<file path="config.mk">
export PLATFORM = sky130hd
export DESIGN_NAME = serial_tx_8bit
export DESIGN_NICKNAME = d
export VERILOG_FILES = /design/src/rtl/serial_tx_pkg.sv /design/src/rtl/serial_tx_8bit_tick.sv /design/src/rtl/serial_tx_8bit.sv
export SDC_FILE = /design/constraint.sdc
export NUM_CORES = 1
export LEC_CHECK = 0
export ABC_AREA = 1
export CORE_MARGIN = 10
export CORE_UTILIZATION = 40
export CTS_CLUSTER_SIZE = 14
export DETAILED_ROUTE_END_ITERATION = 8
export PLACE_DENSITY = 0.65
export RECOVER_POWER = 25
export SLEW_MARGIN = 10
export SYNTH_ARGS = -nofsm -noshare
export SYNTH_HDL_FRONTEND = slang
export SYNTH_SLANG_ARGS = --single-unit
</file>
<file path="constraint.sdc">
create_clock -name clk -period 2.5 [get_ports clk]
set_clock_uncertainty 0.15 [all_clocks]
set_input_delay 0.375 -clock clk [delete_from_list [all_inputs] [get_ports clk]]
set_output_delay 0.375 -clock clk [all_outputs]
set_load 0.02 [all_outputs]
</file>
<file path="src/rtl/serial_tx_pkg.sv">
// Shared types and helpers for the serial byte transmitter.
package serial_tx_pkg;

    typedef enum logic [1:0] {
        S_IDLE  = 2'd0,
        S_SHIFT = 2'd1,
        S_GAP   = 2'd2
    } state_e;

    // Counter width for a modulus of v, never narrower than one bit.
    function automatic int clog2w(input int v);
        return (v <= 2) ? 1 : $clog2(v);
    endfunction

endpackage

</file>
<file path="src/rtl/serial_tx_8bit_tick.sv">
// Cycle divider: ticks on the last cycle of each CYCLES-long period.
module bit_tick_gen
    import serial_tx_pkg::*;
#(
    parameter int CYCLES = 1
) (
    input  logic clk,
    input  logic rst,
    input  logic clear_i,
    input  logic en_i,
    output logic tick_o
);

    localparam int W = clog2w(CYCLES);
    localparam logic [W-1:0] LAST = W'(CYCLES - 1);

    logic [W-1:0] cnt_q;
    logic [W-1:0] cnt_d;

    assign tick_o = en_i && (cnt_q == LAST);

    always_comb begin
        cnt_d = cnt_q;
        if (clear_i) begin
            cnt_d = '0;
        end else if (en_i) begin
            cnt_d = tick_o ? '0 : cnt_q + 1'b1;
        end
    end

    always_ff @(posedge clk or posedge rst) begin
        if (rst) begin
            cnt_q <= '0;
        end else begin
            cnt_q <= cnt_d;
        end
    end

endmodule

</file>
<file path="src/rtl/serial_tx_8bit.sv">
// Parallel-in serial-out transmitter with per-bit hold time and
// optional inter-frame gap.
module serial_tx_8bit
    import serial_tx_pkg::*;
#(
    parameter int DATA_W     = 8,
    parameter int BIT_CYCLES = 1,
    parameter int GAP_CYCLES = 0,
    parameter bit MSB_FIRST  = 1'b1
) (
    input  logic              clk,
    input  logic              rst,
    input  logic [DATA_W-1:0] data_in,
    input  logic              in_valid,
    output logic              in_ready,
    output logic              ser_out,
    output logic              ser_valid,
    output logic              ser_first,
    output logic              ser_last,
    output logic              busy,
    output logic              frame_done
);

    if (DATA_W < 2 || BIT_CYCLES < 1) begin : g_bad_params
        $fatal(1, "serial_tx_8bit: DATA_W must be >= 2, BIT_CYCLES >= 1");
    end

    localparam int IW    = clog2w(DATA_W);
    localparam int GAP_N = (GAP_CYCLES < 1) ? 1 : GAP_CYCLES;
    localparam logic [IW-1:0] IDX_LAST = IW'(DATA_W - 1);

    state_e            state_q;
    logic [DATA_W-1:0] sh_q;
    logic [IW-1:0]     idx_q;
    logic              so_q;
    logic              sv_q;
    logic              sf_q;
    logic              sl_q;
    logic              fd_q;
    logic              bit_tick;
    logic              gap_tick;

    function automatic logic head(input logic [DATA_W-1:0] x);
        return MSB_FIRST ? x[DATA_W-1] : x[0];
    endfunction

    function automatic logic [DATA_W-1:0] shift(input logic [DATA_W-1:0] x);
        return MSB_FIRST ? {x[DATA_W-2:0], 1'b0} : {1'b0, x[DATA_W-1:1]};
    endfunction

    bit_tick_gen #(.CYCLES(BIT_CYCLES)) u_bit_tick (
        .clk     (clk),
        .rst     (rst),
        .clear_i (state_q != S_SHIFT),
        .en_i    (state_q == S_SHIFT),
        .tick_o  (bit_tick)
    );

    // Same divider, reused as the inter-frame gap countdown.
    bit_tick_gen #(.CYCLES(GAP_N)) u_gap_tick (
        .clk     (clk),
        .rst     (rst),
        .clear_i (state_q != S_GAP),
        .en_i    (state_q == S_GAP),
        .tick_o  (gap_tick)
    );

    always_ff @(posedge clk or posedge rst) begin
        if (rst) begin
            state_q <= S_IDLE;
            sh_q    <= '0;
            idx_q   <= '0;
            so_q    <= 1'b0;
            sv_q    <= 1'b0;
            sf_q    <= 1'b0;
            sl_q    <= 1'b0;
            fd_q    <= 1'b0;
        end else begin
            fd_q <= 1'b0;
            unique case (state_q)
                S_IDLE: begin
                    if (in_valid) begin
                        sh_q    <= data_in;
                        idx_q   <= '0;
                        so_q    <= head(data_in);
                        sv_q    <= 1'b1;
                        sf_q    <= 1'b1;
                        sl_q    <= 1'b0;
                        state_q <= S_SHIFT;
                    end
                end
                S_SHIFT: begin
                    if (bit_tick) begin
                        if (idx_q == IDX_LAST) begin
                            so_q    <= 1'b0;
                            sv_q    <= 1'b0;
                            sf_q    <= 1'b0;
                            sl_q    <= 1'b0;
                            fd_q    <= 1'b1;
                            state_q <= (GAP_CYCLES > 0) ? S_GAP : S_IDLE;
                        end else begin
                            sh_q  <= shift(sh_q);
                            idx_q <= idx_q + 1'b1;
                            so_q  <= head(shift(sh_q));
                            sf_q  <= 1'b0;
                            sl_q  <= ((idx_q + 1'b1) == IDX_LAST);
                        end
                    end
                end
                S_GAP: begin
                    if (gap_tick) begin
                        state_q <= S_IDLE;
                    end
                end
                default: state_q <= S_IDLE;
            endcase
        end
    end

    assign in_ready   = (state_q == S_IDLE);
    assign busy       = (state_q != S_IDLE);
    assign ser_out    = so_q;
    assign ser_valid  = sv_q;
    assign ser_first  = sf_q;
    assign ser_last   = sl_q;
    assign frame_done = fd_q;

endmodule
</file>
## Yosys cells after proc, flatten, opt, wreduce, memory -nomap -nowiden

Index checks and enable logic that the tools add are counted.

- Input bits: 11
- Output and inout port bits: 7
- Word-level logic and storage cells: 73
- Bits in registers: 19

- Equality and inequality tests: 11
- Muxes and demuxes: 36
- Reductions and logical operators: 11
- Bitwise operators: 2
- Add/sub/neg operators: 3

Operators by type and width:

| kind | number |
|---|---|
| 7-bit two-way mux | 3 |
| 1-bit two-way mux | 19 |
| 7-bit case mux with 2 select lines | 1 |
| 2-bit != test, second input constant | 6 |
| 4-bit AND reduction | 3 |
| 3-bit two-way mux | 3 |
| 2-bit two-way mux | 4 |
| 1-bit case mux with 2 select lines | 4 |
| 2-bit nonzero test | 4 |
| 3-bit == test, second input constant | 2 |
| 2-bit case mux with 3 select lines | 1 |
| 3-bit case mux with 2 select lines | 1 |
| 3-bit by 1-bit adder with 3-bit output, second input constant | 1 |
| 3-bit AND reduction | 1 |
| 1-bit adder, second input constant | 2 |
| 2-bit by 1-bit == test with 1-bit output, second input constant | 1 |
| 2-bit == test, second input constant | 1 |
| 1-bit logical AND | 2 |
| 2-bit zero test | 1 |
| 2-bit by 1-bit != test with 1-bit output, second input constant | 1 |
| 1-bit inverter | 2 |

## Longest topological paths before layout

- Depth after elaboration: 5
- Depth in mapped cells: 7
- Gate-level depth less buffers: 7

## By module

A second synthesis with hierarchy kept.

- Cell total of the unflattened synthesis: 104
- Area total of the unflattened synthesis: 802.0 µm²

Modules (own cells, without submodules):

| module | times used | cells each | sequential area each (µm²) | area an instance (µm²) |
|---|---|---|---|---|
| serial_tx_8bit | 1 | 98 | 375.4 | 755.7 |
| bit_tick_gen | 1 | 6 | 25.0 | 46.3 |

## Least setup slack after synthesis

No wires, ideal clock.

- Path type: register -> register
- Start point: register idx_q[0]
- End point: register idx_q[1]
- Period minus slack after synthesis: 1.451 ns
- Path buffers: 0
- Stages on the path, launching flop included: 8
- Slack: 1.049 ns
- Required time: 2.285 ns
- Arrival: 1.236 ns
- Library setup time: 0.065 ns
- Path through: dfrtp_1 > ha_1 > ha_1 > nand2_1 > nand2_1 > nor2_4 > nand2_1 > nand2_1

- Longest elaborated chain between the ends: 4
- Elaborated cells between the ends (all ways): 7
- Those cells by class: add/sub: 1; eq/ne: 2; mux: 3; reduce/logical: 1

Ends and longest elaborated chain:

| element | line | source |
|---|---|---|
| start: declaration | serial_tx_8bit.sv:34 | `logic [IW-1:0] idx_q;` |
| start signal: assignment | serial_tx_8bit.sv:103 | `idx_q <= idx_q + 1'b1;` |
| 3-bit by 1-bit adder with 3-bit output | serial_tx_8bit.sv:103 |  |
| 3-bit two-way mux | serial_tx_8bit.sv:94 | `if (idx_q == IDX_LAST) begin` |
| 3-bit two-way mux | serial_tx_8bit.sv:93 | `if (bit_tick) begin` |
| 3-bit case mux with 2 select lines | serial_tx_8bit.sv:80 | `unique case (state_q)` |

Parallel ways exist; a longest one is shown, timed or not. The select of a mux whose other input is x is not followed.
A chain may end at the register's enable or synchronous reset.

## Worst setup path in the final report

- Start point: register state_q[0]
- End point: output in_ready

- Longest elaborated chain between the ends: 1

Ends and longest elaborated chain:

| element | line | source |
|---|---|---|
| start: declaration | serial_tx_8bit.sv:32 | `state_e state_q;` |
| start signal: assignment | serial_tx_8bit.sv:100 | `state_q <= (GAP_CYCLES > 0) ? S_GAP : S_IDLE;` |
| 2-bit zero test | serial_tx_8bit.sv:120 | `assign in_ready = (state_q == S_IDLE);` |
| end: declaration | serial_tx_8bit.sv:15 | `output logic in_ready,` |

Every way passes these cells.

==> impl_results.html <==
<table>
<tr><th>Metric</th><th>Value</th></tr>
<tr><th colspan="2">Critical path</th></tr>
<tr><td>FF-to-FF End</td><td>sh_q[4]$_DFFE_PP0P_</td></tr>
<tr><td>Critical path launch point type</td><td>flip-flop</td></tr>
<tr><td>Worst Path Required</td><td>1.98 ns</td></tr>
<tr><td>R2R setup slack</td><td>0.86 ns</td></tr>
<tr><td>Worst-path cell with the longest stage delay</td><td>clkdlybuf4s50_1</td></tr>
<tr><td>List of cells traversed by the critical path</td><td>inv_1, clkdlybuf4s50_1</td></tr>
<tr><td>Arr. time, crit path</td><td>1.44 ns</td></tr>
<tr><td>Startpoint of the worst-slack reg-to-reg timing path</td><td>idx_q[0]$_DFFE_PP0P_</td></tr>
<tr><td>Crit Path Class</td><td>flip-flop to output port</td></tr>
<tr><td>End point of the critical path</td><td>in_ready</td></tr>
<tr><td>Number of cells traversed by the worst register-to-register path</td><td>7</td></tr>
<tr><td>Cell family with the largest share of critical-path delay</td><td>buffers and inverters</td></tr>
<tr><td>Count of cell instances traversed by the critical path</td><td>2</td></tr>
<tr><td>Number of buffer and inverter stages on the critical path</td><td>2</td></tr>
<tr><td>Launching instance or port of the critical path</td><td>state_q[0]$_DFFE_PP0P_</td></tr>
<tr><td>Critical Path End Type</td><td>output port</td></tr>
<tr><td>Largest stage delay, worst path</td><td>0.62 ns</td></tr>
<tr><td>Highest fanout seen on the critical path</td><td>4</td></tr>
<tr><th colspan="2">STA</th></tr>
<tr><td>Setup TNS Final</td><td>0 ns</td></tr>
<tr><td>Transition time of the tightest slew-check pin</td><td>0.627 ns</td></tr>
<tr><td>Share of the clock period used by the worst path after layout</td><td>78.4%</td></tr>
<tr><td>RSZ-0062 raised after global routing</td><td>false</td></tr>
<tr><td>Hold violation count in the final report</td><td>0</td></tr>
<tr><td>Minimum clock period after layout</td><td>1.96 ns</td></tr>
<tr><td>Hold WS</td><td>0.332 ns</td></tr>
<tr><td>Final Max Tran Viols</td><td>0</td></tr>
<tr><td>Remaining max-slew budget at the tightest pin</td><td>58.2%</td></tr>
<tr><td>Least setup slack across all paths after layout</td><td>0.540 ns</td></tr>
<tr><td>Max Clk Rate</td><td>510 MHz</td></tr>
<tr><td>Final count of negative-setup-slack endpoints</td><td>0</td></tr>
<tr><th colspan="2">Power and ir drop</th></tr>
<tr><td>Internal power</td><td>0.588 mW</td></tr>
<tr><td>Sequential fraction of design power</td><td>41.4%</td></tr>
<tr><td>Total Power Consumption</td><td>0.944 mW</td></tr>
<tr><td>Switching fraction of total power</td><td>37.7%</td></tr>
<tr><td>Power per unit of standard cell area</td><td>901 mW/mm2</td></tr>
<tr><td>Leakage power total</td><td>0.585 nW</td></tr>
<tr><td>Largest voltage drop on the vdd net</td><td>0.353 mV</td></tr>
<tr><td>Combinational share of power</td><td>40.3%</td></tr>
<tr><td>Clock share of power</td><td>18.3%</td></tr>
<tr><td>Net switching power</td><td>0.356 mW</td></tr>
<tr><th colspan="2">Cells and area</th></tr>
<tr><td>Ratio of cells with drive above 1 in the final layout</td><td>7.09%</td></tr>
<tr><td>Final core area utilization</td><td>53.4%</td></tr>
<tr><td>Fin nets</td><td>143</td></tr>
<tr><td>Diode count</td><td>0</td></tr>
<tr><td>Area delta synth-&gt;final</td><td>27.0%</td></tr>
<tr><th colspan="2">Routing</th></tr>
<tr><td>Wire length per cell after detailed routing</td><td>11.3 um</td></tr>
<tr><td>Detailed Route WL</td><td>1740 um</td></tr>
<tr><td>DR DRC count</td><td>0</td></tr>
<tr><td>DR iter-0 viols</td><td>16</td></tr>
<tr><td>Detail Route Antenna Nets</td><td>0</td></tr>
<tr><td>Number of search-and-repair iterations in the first detailed-routing pass</td><td>4</td></tr>
<tr><td>Number of vias after detailed routing</td><td>695</td></tr>
<tr><td>Post-DR vias/cell</td><td>4.51</td></tr>
<tr><th colspan="2">Clock tree</th></tr>
<tr><td>TritonCTS sink count</td><td>16</td></tr>
<tr><td>Clock Tree Root</td><td>clkbuf_4</td></tr>
<tr><td>Num CTS Buffers</td><td>3</td></tr>
<tr><td>Number of buffers inserted to repair setup after CTS</td><td>0</td></tr>
<tr><td>Clock tree from TritonCTS</td><td>done</td></tr>
<tr><td>H-tree Lvls</td><td>1</td></tr>
<tr><td>Max Root-Sink Buffers</td><td>2</td></tr>
<tr><td>Post-CTS Resized</td><td>0</td></tr>
<tr><td>Hold buffer count at CTS</td><td>0</td></tr>
<tr><td>Clock-pin slew of the registers on the worst-case setup and hold paths</td><td>0.09 ns</td></tr>
<tr><td>Insertion delay of the later-clocked pin in the worst-skew pair</td><td>0.29 ns</td></tr>
<tr><th colspan="2">Min path</th></tr>
<tr><td>Hold/Removal Path Class</td><td>flip-flop to flip-flop</td></tr>
<tr><th colspan="2">Placed design</th></tr>
<tr><td>Routability Congestion</td><td>0.803</td></tr>
<tr><td>Total half-perimeter wirelength after legalization and detailed placement</td><td>1340 um</td></tr>
<tr><td>Number of port buffers</td><td>17</td></tr>
<tr><td>Worst setup timing slack at the placement stage</td><td>0.792 ns</td></tr>
<tr><th colspan="2">Yosys</th></tr>
<tr><td>Sequential area share after synthesis</td><td>48.6%</td></tr>
<tr><td>Synth Area per Inst</td><td>7.71 um2</td></tr>
<tr><td>Mapped cell area</td><td>825 um2</td></tr>
<tr><td>Post-synth net total</td><td>122</td></tr>
<tr><td>Flip-flop and latch count after synthesis</td><td>16</td></tr>
<tr><td>Cell count after synthesis</td><td>107</td></tr>
<tr><td>Ys Warns</td><td>0</td></tr>
<tr><td>Count of cell types in the netlist</td><td>15</td></tr>
<tr><th colspan="2">Floorplanning</th></tr>
<tr><td>Area inside the core boundary</td><td>0.00196 mm2</td></tr>
<tr><td>Overall die height</td><td>65.4 um</td></tr>
<tr><td>Floorplan die area</td><td>0.00428 mm2</td></tr>
<tr><td>Width of the chip</td><td>65.4 um</td></tr>
<tr><td>I/O pin count</td><td>18</td></tr>
<tr><td>Number of core rows</td><td>16</td></tr>
<tr><td>Initial cell density of the core</td><td>42.0%</td></tr>
<tr><th colspan="2">GRT</th></tr>
<tr><td>Number of global-route vias before repair</td><td>738</td></tr>
<tr><td>First-pass GRT wire length</td><td>3060 um</td></tr>
<tr><td>Total congestion overflow after global routing</td><td>0</td></tr>
<tr><td>Initial antenna violation count</td><td>0</td></tr>
<tr><td>Largest net degree at the start of global routing</td><td>17</td></tr>
<tr><td>Overall fraction of global-route tracks in use</td><td>8.84%</td></tr>
<tr><th colspan="2">Flow run</th></tr>
<tr><td># Max-Cap Violations</td><td>0</td></tr>
<tr><th colspan="2">Status</th></tr>
<tr><td>Status</td><td>finished clean</td></tr>
</table>
==> registers in the layout (all words and copies together) (netlist names) <==
register	flops
u_bit_tick.cnt_q	1
idx_q	3
sh_q	7
ser_out	1
ser_first	1
state_q	1
frame_done	1
ser_last	1
==> worst min path at each step <==
| stage | start | to | slack [ns] | cells past startpoint |
|---|---|---|---|---|
| CTS | rst | sh_q[2]$_DFFE_PP0P_ | 0.33 | 2 |
| global placement | ser_first$_DFFE_PP0P_ | ser_first$_DFFE_PP0P_ | 0.31 | 2 |
| finish | ser_out$_DFFE_PP0P_ | ser_out$_DFFE_PP0P_ | 0.33 | 2 |
| floorplan | rst | frame_done$_DFF_PP0_ | 0.14 | 1 |
| detailed placement | ser_out$_DFFE_PP0P_ | ser_out$_DFFE_PP0P_ | 0.31 | 2 |
| global route | sh_q[5]$_DFFE_PP0P_ | sh_q[5]$_DFFE_PP0P_ | 0.36 | 2 |
==> tightest hold or removal path, delay by kind of cell, from the launching register on <==
| kind | cells | cell delay, ns |
|---|---|---|
| DFF | 1 | 0.35 |
| and+or+nand+nor | 2 | 0.10 |
==> synthesized netlist by cell type <==
| library cell | count | share of area, % |
|---|---|---|
| o21ai_0 | 1 | 0.61 |
| o211ai_1 | 1 | 0.91 |
| buf_6 | 1 | 1.4 |
| nand3_1 | 4 | 2.4 |
| nor2_4 | 1 | 1.4 |
| nor2_1 | 3 | 1.4 |
| clkbuf_8 | 1 | 1.7 |
| buf_4 | 1 | 0.91 |
| nand3_2 | 1 | 1.2 |
| inv_1 | 8 | 3.6 |
| dfrtp_1 | 16 | 49 |
| ha_1 | 4 | 6.1 |
| nand2_1 | 63 | 29 |
| conb_1 | 1 | 0.45 |
| nor2_2 | 1 | 0.76 |
==> kinds of logic after synthesis <==
group                    Yosys count  synth area share [%]
AO/OA/AOI/OAI                      2                  1.52
flip-flops                        16                  48.6
adder cells (fa/ha/maj)            4                  6.07
buffers and inverters             11                  7.59
other                              1                 0.455
AND/OR/NAND/NOR                   73                  35.8
==> cell type report <==
| cell class | count | area [um2] |
|---|---|---|
| fill | 214 | 915 |
| clock buffer | 4 | 36.3 |
| inverter | 8 | 30.0 |
| timing repair buffer | 19 | 185 |
| sequential | 16 | 400 |
| multi-input combinational | 80 | 362 |
| tap | 27 | 33.8 |
==> power by group through the flow <==
stage / Sequential [mW] / Combinational, mW / Clock, mW
after floorplan: 0.406 / 0.256 / 0
after global placement: 0.396 / 0.375 / 0
after detailed placement: 0.397 / 0.384 / 0
after CTS: 0.391 / 0.387 / 0.179
after global routing: 0.402 / 0.436 / 0.189
final: 0.391 / 0.380 / 0.173
==> cells in the final DEF, fill, tap and decap left out, types with 2 or more instances in the layout <==
master,Yosys,final
nand2_1,63,63
dfrtp_1,16,16
clkdlybuf4s50_1,0,16
inv_1,8,8
nand3_1,4,4
ha_1,4,4
nor2_1,3,3
clkbuf_4,0,3
buf_4,1,2
==> per-layer routing <==
metal | GRT usage [%] | wire length (um) | vias up
li1 | - | - | 359
met1 | 9.62 | 826 | 316
met2 | 14.8 | 777 | 18
met3 | 3.39 | 126 | 2
met4 | 4.28 | 13 | 0
met5 | 0 | 0 | -
==> through the flow <==
stage / instance area, um2 / std cells
final: 1050 / 154
after global routing: 1050 / 154
after CTS: 1050 / 154
after detailed placement: 1010 / 150
after global placement: 1010 / 150
after floorplan: 825 / 107
Power figures use the tool's default switching activity.
